### src/rtl/nonrestoring_divider.sv
// Sequential signed divider: non-restoring division on operand magnitudes, one quotient bit per
// cycle, followed by a single restore/sign-correction cycle.
module nonrestoring_divider #(
   parameter int unsigned WIDTH = 8
) (
   input  logic             clk,
   input  logic             reset,
   input  logic             start,
   input  logic [WIDTH-1:0] dividend,
   input  logic [WIDTH-1:0] divisor,
   output logic [WIDTH-1:0] quotient,
   output logic [WIDTH-1:0] remainder,
   output logic             valid,
   output logic             busy,
   output logic             div_by_zero
);

   // Partial remainder needs two extra bits: it swings over (-2D, 2D) with D up to 2^(W-1).
   localparam int unsigned PW = WIDTH + 2;
   localparam int unsigned CW = (WIDTH > 2) ? $clog2(WIDTH) : 1;
   localparam logic [CW-1:0] LastCount = CW'(WIDTH - 1);

   typedef enum logic [1:0] {StIdle, StRun, StFix} state_e;

   state_e           state_q, state_d;
   logic [CW-1:0]    count_q, count_d;
   logic [PW-1:0]    p_q, p_d;
   logic [WIDTH-1:0] a_q, a_d;
   logic [WIDTH:0]   d_q, d_d;
   logic             sgnq_q, sgnq_d;
   logic             sgnr_q, sgnr_d;
   logic             dbz_q, dbz_d;
   logic [WIDTH-1:0] quo_q, quo_d;
   logic [WIDTH-1:0] rem_q, rem_d;
   logic             valid_q, valid_d;
   logic             dbzo_q, dbzo_d;

   logic [WIDTH:0]   dividend_ext, divisor_ext;
   logic [WIDTH:0]   dividend_mag, divisor_mag;
   logic [PW-1:0]    d_ext, p_shift, p_step, p_fix;
   logic [WIDTH-1:0] p_fix_w;

   always_comb begin
      dividend_ext = {dividend[WIDTH-1], dividend};
      divisor_ext  = {divisor[WIDTH-1], divisor};
      dividend_mag = dividend_ext[WIDTH] ? -dividend_ext : dividend_ext;
      divisor_mag  = divisor_ext[WIDTH] ? -divisor_ext : divisor_ext;
      d_ext        = {1'b0, d_q};
      p_shift      = {p_q[PW-2:0], a_q[WIDTH-1]};
      p_step       = p_q[PW-1] ? (p_shift + d_ext) : (p_shift - d_ext);
      p_fix        = p_q[PW-1] ? (p_q + d_ext) : p_q;
      p_fix_w      = p_fix[WIDTH-1:0];
   end

   always_comb begin
      state_d = state_q;
      count_d = count_q;
      p_d     = p_q;
      a_d     = a_q;
      d_d     = d_q;
      sgnq_d  = sgnq_q;
      sgnr_d  = sgnr_q;
      dbz_d   = dbz_q;
      quo_d   = quo_q;
      rem_d   = rem_q;
      valid_d = 1'b0;
      dbzo_d  = dbzo_q;
      unique case (state_q)
         StIdle: begin
            if (start) begin
               a_d     = dividend_mag[WIDTH-1:0];
               d_d     = divisor_mag;
               sgnq_d  = dividend[WIDTH-1] ^ divisor[WIDTH-1];
               sgnr_d  = dividend[WIDTH-1];
               count_d = '0;
               p_d     = '0;
               dbz_d   = (divisor == '0);
               state_d = (divisor == '0) ? StFix : StRun;
            end
         end
         StRun: begin
            p_d     = p_step;
            a_d     = {a_q[WIDTH-2:0], ~p_step[PW-1]};
            count_d = count_q + 1'b1;
            if (count_q == LastCount) begin
               state_d = StFix;
            end
         end
         StFix: begin
            // On divide-by-zero a_q still holds |dividend|, so re-signing it returns the dividend.
            if (dbz_q) begin
               quo_d = '1;
               rem_d = sgnr_q ? -a_q : a_q;
            end else begin
               quo_d = sgnq_q ? -a_q : a_q;
               rem_d = sgnr_q ? -p_fix_w : p_fix_w;
            end
            valid_d = 1'b1;
            dbzo_d  = dbz_q;
            state_d = StIdle;
         end
         default: state_d = StIdle;
      endcase
   end

   always_ff @(posedge clk or negedge reset) begin
      if (!reset) begin
         state_q <= StIdle;
         count_q <= '0;
         p_q     <= '0;
         a_q     <= '0;
         d_q     <= '0;
         sgnq_q  <= 1'b0;
         sgnr_q  <= 1'b0;
         dbz_q   <= 1'b0;
         quo_q   <= '0;
         rem_q   <= '0;
         valid_q <= 1'b0;
         dbzo_q  <= 1'b0;
      end else begin
         state_q <= state_d;
         count_q <= count_d;
         p_q     <= p_d;
         a_q     <= a_d;
         d_q     <= d_d;
         sgnq_q  <= sgnq_d;
         sgnr_q  <= sgnr_d;
         dbz_q   <= dbz_d;
         quo_q   <= quo_d;
         rem_q   <= rem_d;
         valid_q <= valid_d;
         dbzo_q  <= dbzo_d;
      end
   end

   assign quotient    = quo_q;
   assign remainder   = rem_q;
   assign valid       = valid_q;
   assign busy        = (state_q != StIdle);
   assign div_by_zero = dbzo_q;

endmodule
### config.mk
export PLATFORM = sky130hd
export DESIGN_NAME = nonrestoring_divider
export DESIGN_NICKNAME = d
export VERILOG_FILES = /design/src/rtl/nonrestoring_divider.sv
export SDC_FILE = /design/constraint.sdc
export NUM_CORES = 1
export LEC_CHECK = 0
export ABC_AREA = 0
export CELL_PAD_IN_SITES_DETAIL_PLACEMENT = 1
export CELL_PAD_IN_SITES_GLOBAL_PLACEMENT = 1
export CORE_ASPECT_RATIO = 0.8
export CORE_UTILIZATION = 44
export CTS_CLUSTER_DIAMETER = 30
export DETAILED_ROUTE_END_ITERATION = 7
export PLACE_DENSITY_LB_ADDON = 0.12
export SLEW_MARGIN = 20
export SYNTH_ARGS = -nofsm -noshare
export SYNTH_HDL_FRONTEND = slang
export SYNTH_SLANG_ARGS = --single-unit
### constraint.sdc
create_clock -name clk -period 3.7 [get_ports clk]
set_input_delay 0.74 -clock clk [delete_from_list [all_inputs] [get_ports clk]]
set_output_delay 0.74 -clock clk [all_outputs]
set_load 0.005 [all_outputs]
==> impl_metrics.ini, run 1 <==
[final_layout]
num_antenna_cells = 0
fin_util_pct = 52.7
final_cells = 557
design_area_mm2 = 0.00421
area_growth_pct = 15.0
regArea_mm2 = 0.00133
multi_input_area_mm2 = 0.00217
fillers = 978
drive_above_1_share_pct = 5.12
layout.nets = 493

[logic_synthesis]
ys_seq_area_share_pct = 36.2
syn_area_mm2 = 0.00366
synthCells = 420
syn_nets = 465
synth_ff_type = dfrtp_1
ys_top_cells_by_area = dfrtp_1 (36%), ha_1 (8.2%), nand2_1 (5.9%)
synth_top_cell_by_area = dfrtp_1
syn_avg_cell_area_um2 = 8.72
yosysTopAreaCellShare_pct = 36.2
async_flop_share_pct = 100
synth_edf_count = 0
synthTopCellsByCount = nand2_1 (58), dfrtp_1 (53), nor2_1 (37)
synth.most_common_cell = nand2_1
yosys.cell_types.count = 51
ys_ff_latch = 53
synth_warnings = 0

[timing]
slew-limit-headroom_pct = 40.0
timing.final.crit_share_pct = 80.1
tns_ps = 0
clock.fmax_mhz = 337
fin_crit_ps = 2970
worst_pin_slew_ps = 900
hold_violations = 0
setup_viol = 0
slew_viol_final = 0
rsz0062_at_grt = no
clock_skew_ps = 10.1

[drt]
wirelength_mm = 9.69
wl_per_cell_um = 17.4
drcViolationCount = 0
wl_met3_um = 378
drt_first_iter_violations = 137
met1Wirelength_mm = 4.82
top_layer_used = met4
wl_met2_mm = 4.44
final_antenna_net_count = 0
vias = 3104
via_per_inst = 5.57
firstDrtPassIters = 4

[place]
globalplace.congestion = 0.816
dpl.hpwl_mm = 7.55
io_buffers = 37
dpl_cell_area_mm2 = 0.00411
dp_cells = 549

[flow_run]
cap_viol_max_count = 0

[global_routing]
grt_antenna_before_repair = 0
grt_pass1_wl_mm = 16.6
grt_max_degree = 38
track_usage_pct = 24.0
grt-ovfl-total = 0
grt_pass1_vias = 3259

[clock_network]
cts_root_buf = clkbuf_8
cts.clk_slew.worst_paths_ps = 100
cts_buffer_depth = 2
cts_setup_buffers = 0
cts_htree_levels = 2
clk_latency_ps = 310
cts_resized = 0
cts.sinks = 53
cts_hold_buf = 0
cts_tree = built
numCtsBuffers = 5

[power_and_ir_drop]
power_uw = 4430
total_leakage_power_uw = 0.00187
max-vdd-ir-drop_uv = 433
power_density_mw_per_mm2 = 1050

[worst_setup_path]
crit_fanout = 6
cp_data_arrival_time_ps = 3200
worstSetupStartpointType = flip-flop
path_class = reg -> reg
critPathCaptureType = flip-flop
critical_path_required_ps = 3930

[die]
dieArea_mm2 = 0.00869
rows = 29
die_y_um = 83.6
initial_core_util_pct = 45.9
die_w_um = 104
coreArea_mm2 = 0.00798
ios = 38

[worst_hold_path]
hold_class = reg -> reg

[outcome]
run_status = finished, final reports clean
[layout by cell type, fill, tap and decap left out, types with 7 or more instances in the layout]
cell type        Yosys  routed
a21oi_1             35      35
clkdlybuf4s50_1      0      36
dfrtp_1             53      53
ha_1                24      24
inv_1               20      20
nand2_1             58      58
nand2b_1             7       7
nor2_1              37      37
o21ai_0             26      26
o22ai_1             12      12
or3_1                8       8
xnor2_1             23      23
xor2_1              22      22
[path summary, 6_finish.rpt]
check,start,endpoint,slack (ps),cells after the start
worst max-delay path,d_q[1],a_q[0],730,11
worst min-delay path,quotient[0],quotient[0],480,2
worst max register to register,d_q[1],a_q[0],730,11
worst min register to register,quotient[0],quotient[0],480,2
max in group asynchronous,reset,remainder[3],2390,2
min in group asynchronous,reset,p_q[4],550,1
[flip-flops by register name (all words and copies together), names as in the netlist]
signal / flops
d_q: 9
count_q: 3
sgnr_q: 1
sgnq_q: 1
quotient: 8
dbz_q: 1
state_q: 2
valid: 1
remainder: 8
a_q: 8
div_by_zero: 1
p_q: 10
[routing by layer]
metal  vias up  track usage, %
li1       1516               -
met1      1515            34.5
met2        67            39.7
met3         6            2.89
met4         0            3.51
met5         -               0
[per-stage QoR]
stage / setup WS [ps] / hold slack [ps]
final: 735 / 485
after global routing: 536 / 519
after CTS: 729 / 488
after detailed placement: 741 / 466
after global placement: 841 / 451
after floorplan: 802 / 444
[power by group]
group	internal, uW	switching (uW)	leakage, uW
registers	837	361	0.000655
logic	1340	1540	0.00116
clock network	152	203	0.0000512
total	2330	2110	0.00187
[cell type report]
type / count / area share [%]
Sequential cell: 53 / 31.5
Multi-Input combinational cell: 325 / 51.6
Tap cell: 108 / 3.21
Timing Repair Buffer: 41 / 9.39
Clock buffer: 6 / 1.96
Clock inverter: 2 / 0.327
Inverter: 22 / 1.96
[critical path: stages (launching register included)]
cell and delay [ps]:
dfrtp_1 460, nor3_1 350, nor3b_1 320, nor2_1 100
xor2_1 170, ha_1 220, or4_1 460, a21oi_1 210
o31ai_1 120, xnor2_1 240, nand2_1 90, a22oi_1 160
[cell families after synthesis]
logic type	Yosys count	synth area share (%)
AND/OR/NAND/NOR	131	15.8
XOR/XNOR	46	11.4
adder cells (fa/ha/maj)	26	9.30
buffers and inverters	42	4.37
multiplexers	9	2.87
AO/OA/AOI/OAI	113	20.1
flip-flops	53	36.2
No activity file was read; power rests on OpenSTA's default activity.
==> run 2: changes to the inputs <==
==> constraint.sdc (replaced) <==
create_clock -name clk -period 2.85 [get_ports clk]
set_input_delay 0.57 -clock clk [delete_from_list [all_inputs] [get_ports clk]]
set_output_delay 0.57 -clock clk [all_outputs]
set_load 0.005 [all_outputs]
==> run 2 against run 1 <==
Global-route usage fell by 0.18 points. Critical path depth rose by 1. Count of clock-buffer cells in the layout fell by 1. Setup slack got worse by 660 ps. Die area did not move. Highest routed layer unchanged.
==> impl_metrics.ini, run 2 (synthesis gave the netlist of run 1 again) <==
[drt]
wirelength_mm = 10.1
drcViolationCount = 0
wl_per_cell_um = 17.6
final_antenna_net_count = 0
via_per_inst = 5.61
firstDrtPassIters = 4
drt_first_iter_violations = 117
vias = 3228

[clock_network]
clk_latency_ps = 310
cts_buffer_depth = 2
cts.clk_slew.worst_paths_ps = 100
cts_root_buf = clkbuf_8
cts_htree_levels = 2
cts.sinks = 53
cts_hold_buf = 0
numCtsBuffers = 5
cts_tree = built

[flow_run]
cap_viol_max_count = 0

[worst_setup_path]
critical_path_required_ps = 3050
cp_slowest_stage_delay_ps = 440
worstSetupStartpointType = flip-flop
cp_data_arrival_time_ps = 2980
crit_chain = inv_1 > ha_1 > mux2_2 > inv_1 > fa_2 > nor2b_1 > o21ai_2 > a21oi_2 > o21a_1 > o21a_1 > or3_1 > a32o_1
critPathCaptureType = flip-flop
crit_fanout = 4
path_class = reg -> reg
crit_buf_inv = 2
cp_slowest_cell = dfrtp_1
crit_family = compound AO/OA/AOI/OAI gates

[global_routing]
grt-ovfl-total = 0
grt_antenna_before_repair = 0
grt_util_met2_pct = 39.8
grt_pass1_wl_mm = 16.6
track_usage_pct = 23.8
grt_max_degree = 24
use_met3_pct = 2.42
grt_pass1_vias = 3338
gr-usage-met1_pct = 33.9
grt_most_used_layer = met2

[timing]
timing.final.crit_share_pct = 97.3
clock_skew_ps = 7.38
finalWorstSetupSlack_ps = 76.2
hold_violations = 0
clock.fmax_mhz = 361
setup_viol = 0
slew_viol_final = 0
fin_crit_ps = 2770
worst_pin_slew_ps = 869
tns_ps = 0
slew-limit-headroom_pct = 41.8
hold_slack_ps = 143

[place]
dpl.hpwl_mm = 7.78
pre_cts_ws_ps = -16.6
io_buffers = 37
globalplace.congestion = 0.836

[final_layout]
reg_top3 = p_q x10, d_q x9
layout_commonest_cell = nand2_1
layout_common_cells = nand2_1 (58), dfrtp_1 (52), nor2_1 (37)
fin_util_pct = 55.1
area_growth_pct = 20.2
top_register = p_q
largest_reg_flops = 10
drive_above_1_share_pct = 11.1
num_antenna_cells = 0
layout.nets = 511

[power_and_ir_drop]
power_uw = 6210
pwr-share-clk_pct = 7.0
total_leakage_power_uw = 0.00196
power_density_mw_per_mm2 = 1410
p_sw_uw = 2920
pwr-share-seq_pct = 24.8
combPwrFrac_pct = 68.2
p_int_uw = 3290
sw_frac_of_total_pct = 47.0
max-vdd-ir-drop_uv = 616

[die]
die_y_um = 83.6
rows = 29
dieArea_mm2 = 0.00869
die_w_um = 104
initial_core_util_pct = 45.9
ios = 38
coreArea_mm2 = 0.00798

[worst_hold_path]
hold_class = in -> async

[outcome]
run_status = finished, final reports clean
run 2: per-stage QoR:
step | cell area (um^2) | std cells
2_1_floorplan | 3660 | 420
3_3_place_gp | 4240 | 564
3_5_place_dp | 4240 | 564
4_1_cts | 4340 | 573
5_1_grt | 4400 | 575
6_report | 4400 | 575
run 2: per-layer routing:
layer  vias to the layer above  share of wire [%]  wire, um
met4                         0               0.53        54
met2                        59                 47      4730
met5                         -                  0         0
li1                       1555                  -         -
met3                         4                3.4       344
met1                      1610                 49      4980
run 2: final timing paths:
kind	startpoint	to	slack [ps]	cells after the start
worst max-delay path	d_q[1]	p_q[8]	80	12
worst min-delay path	reset	p_q[4]	140	1
worst max register to register	d_q[1]	p_q[8]	80	12
worst min register to register	state_q[1]	state_q[1]	490	1
max in group asynchronous	reset	d_q[0]	2050	2
min in group clk	state_q[1]	state_q[1]	490	1
run 2: power by group through the flow:
stage	Combinational, uW	Clock [uW]	Sequential, uW
floorplan	2900	0	1320
global placement	3840	0	1510
detailed placement	4020	0	1530
CTS	4070	443	1520
global route	4630	476	1590
finish	4240	436	1540
run 2: area by class of cell:
type | count | area, um^2
inverter | 22 | 82.6
clock inverter | 3 | 17.5
timing repair buffer | 59 | 543
sequential | 53 | 1330
fill | 953 | 3580
clock buffer | 5 | 68.8
tap | 108 | 135
multi-input combinational | 325 | 2220
run 2: timing repair:
| item | 4_1_cts | 5_1_grt |
|---|---|---|
| hold endpoints to repair | 0 | 0 |
| pin swaps | 0 | 9 |
| setup endpoints to repair | 2 | 5 |
| setup buffers | 1 | 2 |
| resized for setup | 1 | 12 |
==> run 3: changes to the inputs <==
--- a/config.mk
+++ b/config.mk
@@ -11,6 +11,7 @@
 export CORE_ASPECT_RATIO = 0.8
 export CORE_UTILIZATION = 44
 export CTS_CLUSTER_DIAMETER = 30
+export CTS_CLUSTER_SIZE = 20
 export DETAILED_ROUTE_END_ITERATION = 7
 export PLACE_DENSITY_LB_ADDON = 0.12
 export SLEW_MARGIN = 20
==> results of run 3 <==
Same layout as run 2: the final DEF is identical, and so are final timing and power.
